<file path="src/rtl/lsu_pkg.sv">
// Shared types and helpers for the load/store unit.
package lsu_pkg;

  localparam int unsigned XLEN = 32;

  typedef enum logic [1:0] {
    SZ_BYTE = 2'b00,
    SZ_HALF = 2'b01,
    SZ_WORD = 2'b10
  } mem_size_t;

  typedef enum logic [1:0] {
    IDLE,
    ACCESS,
    WRITE,
    RESP
  } lsu_state_t;

  typedef struct packed {
    logic            we;
    mem_size_t       size;
    logic            is_unsigned;
    logic [XLEN-1:0] addr;
    logic [XLEN-1:0] wdata;
  } lsu_req_t;

  // The reserved size encoding behaves as a word access.
  function automatic mem_size_t decode_size(input logic [1:0] raw);
    case (raw)
      2'b00:   return SZ_BYTE;
      2'b01:   return SZ_HALF;
      default: return SZ_WORD;
    endcase
  endfunction

  function automatic logic misaligned(input mem_size_t size, input logic [1:0] low);
    case (size)
      SZ_HALF: return low[0];
      SZ_WORD: return low != 2'b00;
      default: return 1'b0;
    endcase
  endfunction

endpackage

</file>
<file path="src/rtl/lsu_align.sv">
// Lane extraction/extension for loads and lane merge for sub-word stores.
module lsu_align
  import lsu_pkg::*;
(
  input  mem_size_t       size,
  input  logic [1:0]      lane,
  input  logic            is_unsigned,
  input  logic [XLEN-1:0] rdata,
  input  logic [XLEN-1:0] wdata,
  output logic [XLEN-1:0] load_data_c,
  output logic [XLEN-1:0] merge_data_c
);

  logic [7:0]  byte_sel;
  logic [15:0] half_sel;
  logic        byte_sign;
  logic        half_sign;

  assign byte_sel  = rdata[{lane, 3'b000} +: 8];
  assign half_sel  = rdata[{lane[1], 4'b0000} +: 16];
  assign byte_sign = ~is_unsigned & byte_sel[7];
  assign half_sign = ~is_unsigned & half_sel[15];

  // Little-endian: lane 0 is the least significant byte of the word.
  always_comb begin
    load_data_c  = rdata;
    merge_data_c = wdata;
    case (size)
      SZ_BYTE: begin
        load_data_c  = {{24{byte_sign}}, byte_sel};
        merge_data_c = rdata;
        merge_data_c[{lane, 3'b000} +: 8] = wdata[7:0];
      end
      SZ_HALF: begin
        load_data_c  = {{16{half_sign}}, half_sel};
        merge_data_c = rdata;
        merge_data_c[{lane[1], 4'b0000} +: 16] = wdata[15:0];
      end
      default: begin
        load_data_c  = rdata;
        merge_data_c = wdata;
      end
    endcase
  end

endmodule

</file>
<file path="src/rtl/load_store_unit.sv">
// Load/store unit between execute and a word-addressed data memory.
// Optional LSU_CHECK_EN adds misalignment and range fault detection.
module load_store_unit
  import lsu_pkg::*;
#(
  parameter int unsigned MEM_WORDS = 64
) (
  input  logic            clock,
  input  logic            reset,
  input  logic            req_valid,
  output logic            req_ready,
  input  logic            req_we,
  input  logic [1:0]      req_size,
  input  logic            req_unsigned,
  input  logic [XLEN-1:0] req_addr,
  input  logic [XLEN-1:0] req_wdata,
  output logic            resp_valid,
  output logic [XLEN-1:0] resp_rdata,
  output logic            resp_error,
  output logic            mem_we,
  output logic [XLEN-1:0] mem_addr,
  output logic [XLEN-1:0] mem_wdata,
  input  logic [XLEN-1:0] mem_rdata
);

  lsu_state_t      state;
  lsu_req_t        req_q;
  mem_size_t       in_size_c;
  logic            in_fault_c;
  logic            cur_fault_c;
  logic [XLEN-1:0] load_data_c;
  logic [XLEN-1:0] merge_data_c;

  assign in_size_c = decode_size(req_size);

`ifdef LSU_CHECK_EN
  function automatic logic fault_of(input mem_size_t size, input logic [XLEN-1:0] addr);
    return misaligned(size, addr[1:0]) || (32'(addr[XLEN-1:2]) >= 32'(MEM_WORDS));
  endfunction

  // The incoming check lets a faulting word store suppress mem_we from the first cycle.
  assign in_fault_c  = fault_of(in_size_c, req_addr);
  assign cur_fault_c = fault_of(req_q.size, req_q.addr);
`else
  assign in_fault_c  = 1'b0;
  assign cur_fault_c = 1'b0;
`endif

  lsu_align u_align (
    .size         (req_q.size),
    .lane         (req_q.addr[1:0]),
    .is_unsigned  (req_q.is_unsigned),
    .rdata        (mem_rdata),
    .wdata        (req_q.wdata),
    .load_data_c  (load_data_c),
    .merge_data_c (merge_data_c)
  );

  // Request sequencing; mem_addr is set at transfer so mem_rdata is valid in ACCESS.
  always_ff @(posedge clock or posedge reset) begin
    if (reset) begin
      state      <= IDLE;
      req_q      <= '0;
      req_ready  <= 1'b1;
      resp_valid <= 1'b0;
      resp_rdata <= '0;
      resp_error <= 1'b0;
      mem_we     <= 1'b0;
      mem_addr   <= '0;
      mem_wdata  <= '0;
    end else begin
      resp_valid <= 1'b0;
      mem_we     <= 1'b0;
      case (state)
        IDLE: begin
          if (req_valid) begin
            req_q.we          <= req_we;
            req_q.size        <= in_size_c;
            req_q.is_unsigned <= req_unsigned;
            req_q.addr        <= req_addr;
            req_q.wdata       <= req_wdata;
            req_ready         <= 1'b0;
            mem_addr          <= {req_addr[XLEN-1:2], 2'b00};
            mem_wdata         <= req_wdata;
            mem_we            <= req_we && (in_size_c == SZ_WORD) && !in_fault_c;
            state             <= ACCESS;
          end
        end
        ACCESS: begin
          mem_addr <= {req_q.addr[XLEN-1:2], 2'b00};
          if (!req_q.we) begin
            resp_rdata <= cur_fault_c ? '0 : load_data_c;
            resp_error <= cur_fault_c;
            resp_valid <= 1'b1;
            state      <= RESP;
          end else if ((req_q.size == SZ_WORD) || cur_fault_c) begin
            resp_rdata <= '0;
            resp_error <= cur_fault_c;
            resp_valid <= 1'b1;
            state      <= RESP;
          end else begin
            mem_wdata <= merge_data_c;
            mem_we    <= 1'b1;
            state     <= WRITE;
          end
        end
        WRITE: begin
          resp_rdata <= '0;
          resp_error <= 1'b0;
          resp_valid <= 1'b1;
          state      <= RESP;
        end
        RESP: begin
          req_ready <= 1'b1;
          state     <= IDLE;
        end
        default: begin
          req_ready <= 1'b1;
          state     <= IDLE;
        end
      endcase
    end
  end

endmodule

</file>
<file path="config.mk">
export PLATFORM = sky130hd
export DESIGN_NAME = load_store_unit
export DESIGN_NICKNAME = d
export VERILOG_FILES = /design/src/rtl/lsu_pkg.sv /design/src/rtl/lsu_align.sv /design/src/rtl/load_store_unit.sv
export SDC_FILE = /design/constraint.sdc
export NUM_CORES = 1
export LEC_CHECK = 0
export ABC_AREA = 1
export BUFFER_PORTS_ARGS = -buffer_cell sky130_fd_sc_hd__buf_2
export CAP_MARGIN = 25
export CELL_PAD_IN_SITES_DETAIL_PLACEMENT = 0
export CELL_PAD_IN_SITES_GLOBAL_PLACEMENT = 2
export CORE_MARGIN = 1.5
export CORE_UTILIZATION = 30
export DETAILED_ROUTE_END_ITERATION = 6
export GPL_ROUTABILITY_DRIVEN = 0
export GPL_TIMING_DRIVEN = 0
export PLACE_DENSITY = 0.9
export SKIP_LAST_GASP = 1
export SYNTH_ARGS = -nofsm -noshare
export SYNTH_HDL_FRONTEND = slang
export SYNTH_HIERARCHICAL = 1
export SYNTH_SLANG_ARGS = --single-unit
</file>
<file path="constraint.sdc">
create_clock -name clock -period 6.24 [get_ports clock]
set_input_delay 1.248 -clock clock [delete_from_list [all_inputs] [get_ports clock]]
set_output_delay 1.248 -clock clock [all_outputs]
set_load 0.05 [all_outputs]
</file>
==> results.md, run 1 <==
- Status: finished clean
- Initial antenna violation count: 10
- Comb pwr share: 57.7%
- Remaining Overflow, GRT: 0
- Synth Area in Adders: roughly 1.2%
- Top Family by Delay on Critical Path: flip-flops
- Max Fclk: 0.4030 GHz
- Slew HR: between 50 and 60%
- Initial Utilization: 30.64%
- Fillers: 3365
- Critical Path Max Stage Delay: approximately 530 ps
- Crit path time final: approximately 2500 ps
- Switch share: 53.04%
- Post-Synth Simple-Gate Area: 32.94%
- Global-route usage over all layers: 20.19%
- Cell area after layout: 11620 um2
- Die W: 180.5 um
- Clk_lat worst skew: 440 ps
- Clock sinks: 167
- Post-CTS Hold Fix Bufs: 0
- Worst-path clk slew: about 80 ps
- Tot Pwr: approximately 7.1 mW
- First-pass GRT wire length: 51430 um
- Postcts setup bufs: 0
- Core Region: 30830 um2
- Hold_ws: between 400 and 500 ps
- Data arrival, critical path: 1230 ps
- Port Buffer Count: 199
- Vias: around 9000
- Placed standard-cell area: ~11000 um2
- Fin nets: 1649
- WL/cell: 16.51 um
- Slew @ Worst Pin: about 630 ps
- Switch Pwr: ~3.8 mW
- Yosys reg bits: 167
- Commonest cells after routing, fill and taps aside: nand2_1, buf_2, dfrtp_1
- Syn Std Cell Area: 9447 um2
- CP Cell Sequence: buf_2
- Largest net degree at the start of global routing: 99
- Dpl hpwl: 24980 um
- Post-Synthesis Cells: 1316
- CTS tree: built
- H-tree depth: 4
- Clock share of power: 15.8%
- Crit-path slowest cell: dfstp_2
- Die height: 180.5 um
- CP Capture Type: primary output
- Total of max-cap violations: 0
- Leak: 6.290 nW
- Main combinational cell family by area after synthesis: simple AND/OR/NAND/NOR gates
- Fraction of layout cells with a size suffix above 1: 21.87%
- Power per cell area: 613.8 nW/um2
- Area Overhead vs Synth: 22.99%
- Cell taking the most area after synthesis: dfrtp_1
- CTS Root Cell: clkbuf_16
- Fin crit share: roughly two fifths
- Sum Neg Setup Slack: 0 ps
- Most common cell after layout, fill and taps aside: nand2_1
- Maximum VDD drop: 0.0003729 V
- Yosys warnings: 6
- Startpoint Class: flip-flop
- RSZ-0062 raised after global routing: false
- DR vias/cell: 4.664
- Die ar.: 32560 um2
- Starting DRT DRC Count: just over 600
- Max-slew violation count: 0
- Wirelength, routed: 32180 um
- Max Root-Sink Buffers: 2
- Synth top area share: 43.97%
- Post-synthesis sequential area ratio: 44.25%
- Residual DRC count: 0
- Compound-Gate Fraction of Synth Area: 12.04%
- Area contributors post-synth: dfrtp_1, nand2_1, nand3_1
- Area of the multi-input gates: ~4400 um2
- FP Rows: 64
- Worst Path Max Fanout: 2
- CTS buffer count: 17
- CP bufs+invs: 1
- Mux contribution to synthesized area: 0%
- Vias in the first global route: between 9000 and 10000
- Final setup violation count: 0
- First-pass detailed-route iteration total: 5
- Internal power: approximately 3.3 mW
- Reg power frac: 26.5%
- Data required, critical path: between 4000 and 5000 ps
- Final hold vios: 0
- Post-synthesis xor/xnor area fraction: 0%
- Distinct cells, synth: 33
- Gates resized, CTS repair: 0
- I/O Pins: approximately 200
- Synthesized area per cell: approximately 7 um2
- Sequential cell area: 4180 um2
- HP Class: flip-flop to flip-flop
- Antenna viol nets, final: 0
- Clock Skews: about 12 ps
- Crit path kind: flip-flop to primary output
## routing by layer
metal | vias to the layer above | share of wire (%) | track usage (%)
li1 | 4595 | - | -
met1 | 4182 | 45 | 26.44
met2 | 257 | 47 | 33.81
met3 | 43 | 6.6 | 5.113
met4 | 14 | 1.0 | 3.832
met5 | - | 0.28 | 0
## power groups by stage
stage	clock network, mW	logic (mW)	registers (mW)
CTS	1.16	4.15	1.89
detailed placement	0	4.14	1.91
global route	1.19	4.57	1.95
finish	1.13	4.11	1.89
floorplan	0	2.20	2.74
global placement	0	4.10	1.89
## synth_stat cells
cell,number
a21oi_2,20
ha_1,9
and3_1,7
inv_4,1
nand2_4,2
nand2_2,6
o21bai_2,1
clkinv_1,1
nand3_2,3
dfstp_2,1
o21ai_0,116
conb_1,1
nand3_1,134
buf_1,4
nand2_1,510
o21ai_1,4
a31oi_1,1
inv_1,96
dfrtp_1,166
nor2_2,1
nor2_1,93
buf_4,11
inv_2,3
nor2_4,1
buf_6,14
buf_2,40
nor2_8,1
o21a_1,30
clkbuf_1,17
a21oi_1,12
o21ai_2,1
o22ai_1,8
nand4_1,1
## flip-flops by register name, summed over array words and instances, names as in the netlist
| register | cells |
|---|---|
| req_q | 68 |
| mem_wdata | 32 |
| resp_rdata | 32 |
| mem_addr | 30 |
| state | 2 |
| mem_we | 1 |
| req_ready | 1 |
| resp_valid | 1 |
## through the flow
stage	utilization, %	setup slack [ps]	instances
after global routing	37.68	3613	1948
after CTS	37.66	3733	1946
after detailed placement	35.62	3616	1914
final	37.69	3759	1949
after global placement	35.50	-1620	1913
after floorplan	-	475.3	1318
## logic make-up after synthesis
family          count (synthesis)
simple gates                  759
compound gates                193
buf+inv                       187
flops                         167
fa+ha+maj                       9
other cells                     1
## path summary, 6_finish.rpt
| kind | from | end | slack, ps | cells after the start |
|---|---|---|---|---|
| min in group asynchronous | reset | mem_addr[23] | 830 | 2 |
| worst min register to register | resp_rdata[7] | resp_rdata[7] | 470 | 2 |
| worst max register to register | req_q[33] | mem_wdata[19] | 3800 | 13 |
| worst max-delay path | req_ready | req_ready | 3760 | 1 |
| max in group asynchronous | reset | req_ready | 4520 | 3 |
| worst min-delay path | resp_rdata[7] | resp_rdata[7] | 470 | 2 |
## cell type report
cell class              instances  area share (%)
plain buffers                  86           4.469
flip-flops and latches        167           35.98
inverters                     101           3.349
clock inverters                15           1.766
clock buffers                  17           3.661
diodes                          3         0.06461
multi-input cells             964           37.64
repair buffers                200           8.809
well taps                     396           4.264
Note: power is estimated with default switching activity, not from simulation.
==> run 2: changes to the inputs <==
==> constraint.sdc (replaced) <==
create_clock -name clock -period 2.35 [get_ports clock]
set_input_delay 0.47 -clock clock [delete_from_list [all_inputs] [get_ports clock]]
set_output_delay 0.47 -clock clock [all_outputs]
set_load 0.05 [all_outputs]
==> run 2 against run 1 <==
Routed wire length is 0.31% higher; clock-buffer cell count stayed put; register-to-register slack worse by 3600 ps; global-route usage hardly changed; sequential share of layout area is 0.17 points lower; final cell count is 0.31% higher; largest power group unchanged.
==> results.md, run 2 (synthesized netlist as in run 1, its figures left out) <==
- Status: finished clean
- Max Fclk: 0.4703 GHz
- Slew @ Worst Pin: 823.9 ps (+198.5 ps)
- Clock share of power: 15.5% (-0.3 points)
- Post-CTS Hold Fix Bufs: 0 (unchanged)
- Placed insts: 1917 (+0.16%)
- Worst-path clk slew: 80 ps (about the same)
- Terminus of the critical flop-to-flop path: mem_wdata[17]
- Antenna viol nets, final: 0 (unchanged)
- FP Rows: 64 (unchanged)
- Area Overhead vs Synth: 23.66%
- Initial antenna violation count: 12 (+2)
- DR vias/cell: 4.654 (-0.22%)
- Cell area after layout: 11680 um2 (+0.54%)
- Reg with most FFs: req_q
- First-pass detailed-route iteration total: 5 (unchanged)
- Port Buffer Count: 199 (unchanged)
- Largest register FFs: 68 (unchanged)
- Power per cell area: 1620 nW/um2 (+160%)
- Max Root-Sink Buffers: 2 (unchanged)
- Slew HR: 44.96% (-13 points)
- Data required, critical path: 2730 ps (-2260 ps)
- Die ar.: 32560 um2 (unchanged)
- Fin crit share: 90.47%
- Initial Utilization: 30.64% (unchanged)
- Global-route usage over all layers: 20.23% (+0.039 points)
- Internal power: 8.845 mW (+160%)
- CTS tree: built
- Maximum VDD drop: 0.0008107 V (+120%)
- Area of the multi-input gates: 4384 um2 (+0.26%)
- CP Capture Type: flip-flop
- Reg2Reg Setup Slack: 220 ps (-3580 ps)
- Wirelength, routed: 32280 um (+0.31%)
- Clk_lat worst skew: 440 ps (about the same)
- Critical R2R Launch: req_q[32]
- Clock sinks: 167 (unchanged)
- Data arrival, critical path: 2510 ps (+1280 ps)
- Vias in the first global route: 9188 (-0.011%)
- Max-slew violation count: 0 (unchanged)
- Final hold vios: 0 (unchanged)
- Tot Pwr: 18.93 mW (+170%)
- Hold_ws: 172.3 ps (-296.4 ps)
- Die W: 180.5 um (unchanged)
- Finished Layout Cells: 1955 (+0.31%)
- Crit path kind: flip-flop to flip-flop
- Die height: 180.5 um (unchanged)
- Remaining Overflow, GRT: 0 (unchanged)
- Fin nets: 1654 (+0.30%)
- Startpoint Class: flip-flop
- CTS buffer count: 17 (unchanged)
- I/O Pins: 203 (unchanged)
- HP Class: input port to asynchronous set/reset pin
- Switch share: 53.27% (+0.23 points)
- Reg power frac: 26.5% (about the same)
- Fraction of layout cells with a size suffix above 1: 22.64% (+0.77 points)
- Sequential cell area: 4183 um2 (about the same)
- Final setup violation count: 0 (unchanged)
- Comb pwr share: 58.0% (+0.3 points)
- R2R cell count: 12 (-1)
- Placed standard-cell area: 11030 um2 (+0.44%)
- Most common cell after layout, fill and taps aside: nand2_1
- Dpl hpwl: 25170 um (+0.78%)
- Residual DRC count: 0 (unchanged)
- Crit path time final: approximately 2100 ps
- Fillers: 3375 (+0.30%)
- Clock Skews: 12.95 ps (+0.7155 ps)
- Starting DRT DRC Count: 552 (-9.2%)
- Leak: 6.303 nW (+0.20%)
- Switch Pwr: 10.08 mW (+170%)
- Vias: 9099 (+0.088%)
- Commonest cells after routing, fill and taps aside: nand2_1, buf_2, dfrtp_1
- Worst Path Max Fanout: 9 (+7)
- CTS Root Cell: clkbuf_16
- H-tree depth: 4 (unchanged)
- RSZ-0062 raised after global routing: true
- Largest net degree at the start of global routing: 42 (-58%)
- Total of max-cap violations: 0 (unchanged)
- First-pass GRT wire length: 51140 um (-0.56%)
- Core Region: 30830 um2 (unchanged)
- Top flop regs: req_q (68), mem_wdata (32), resp_rdata (32)
- WL/cell: 16.51 um (about the same)
## run 2: cell count changes in the layout (fill, tap and decap cells not counted), sizes merged
cell,previous run,this run
buf,269,273
bufinv,1,0
clkbuf,34,35
clkinv,10,5
clkinvlp,0,4
diode,3,4
inv,105,107
## run 2: critical path, cell delays in order (launching register included)
cell and delay (ps):
dfrtp_2 480, inv_2 160, ha_1 220, clkinvlp_4 190, nor2_1 160, nand2_2 130
o21ai_0 160, nand2_1 70, nand2_1 120, nand2_1 70, o21ai_0 110, nand3_1 120
nand2_1 70
## run 2: per-layer routing
metal / part of all wire [%] / track usage, % / up-vias
li1: - / - / 4610
met1: 45 / 25.98 / 4196
met2: 47 / 33.97 / 237
met3: 6.1 / 5.356 / 42
met4: 1.2 / 4.639 / 14
met5: 0.29 / 0 / -
## run 2: how the worst max path moves through the flow
stage / start / cells past startpoint / to
floorplan: reset / 1 / mem_addr[10]
global placement: reset / 2 / resp_rdata[19]
detailed placement: req_q[33] / 13 / mem_wdata[27]
CTS: req_q[33] / 13 / mem_wdata[19]
global route: req_q[32] / 12 / mem_wdata[19]
finish: req_q[32] / 12 / mem_wdata[17]
## run 2: metrics by stage
stage               setup WS [ps]  TNS (ps)  util [%]
finish                      223.9         0     37.89
global route                24.00         0     37.87
CTS                         55.41         0     37.74
detailed placement         -26.56    -45.01     35.78
global placement            -1425   -233500     35.52
floorplan                  -245.9    -40830         -
## run 2: final cells by class
class,count,share of cell area [%]
diodes,4,0.08569
well taps,396,4.242
clock inverters,15,1.532
plain buffers,85,4.424
repair buffers,206,9.404
multi-input cells,964,37.53
flip-flops and latches,167,35.81
clock buffers,17,3.642
inverters,101,3.331
## run 2: power groups by stage
stage	Clock (mW)	Sequential (mW)	Combinational [mW]
2_1_floorplan	0	7.27	5.84
3_3_place_gp	0	5.04	10.9
3_5_place_dp	0	5.07	11.0
4_1_cts	2.99	5.03	11.0
5_1_grt	3.09	5.18	12.2
6_report	2.93	5.02	11.0
## run 2: what timing repair did
| action | CTS | global route |
|---|---|---|
| gates resized for setup | 2 | 7 |
| endpoints found under the setup margin | 5 | 32 |
| cloned | 0 | 0 |
| setup buffers | 0 | 3 |
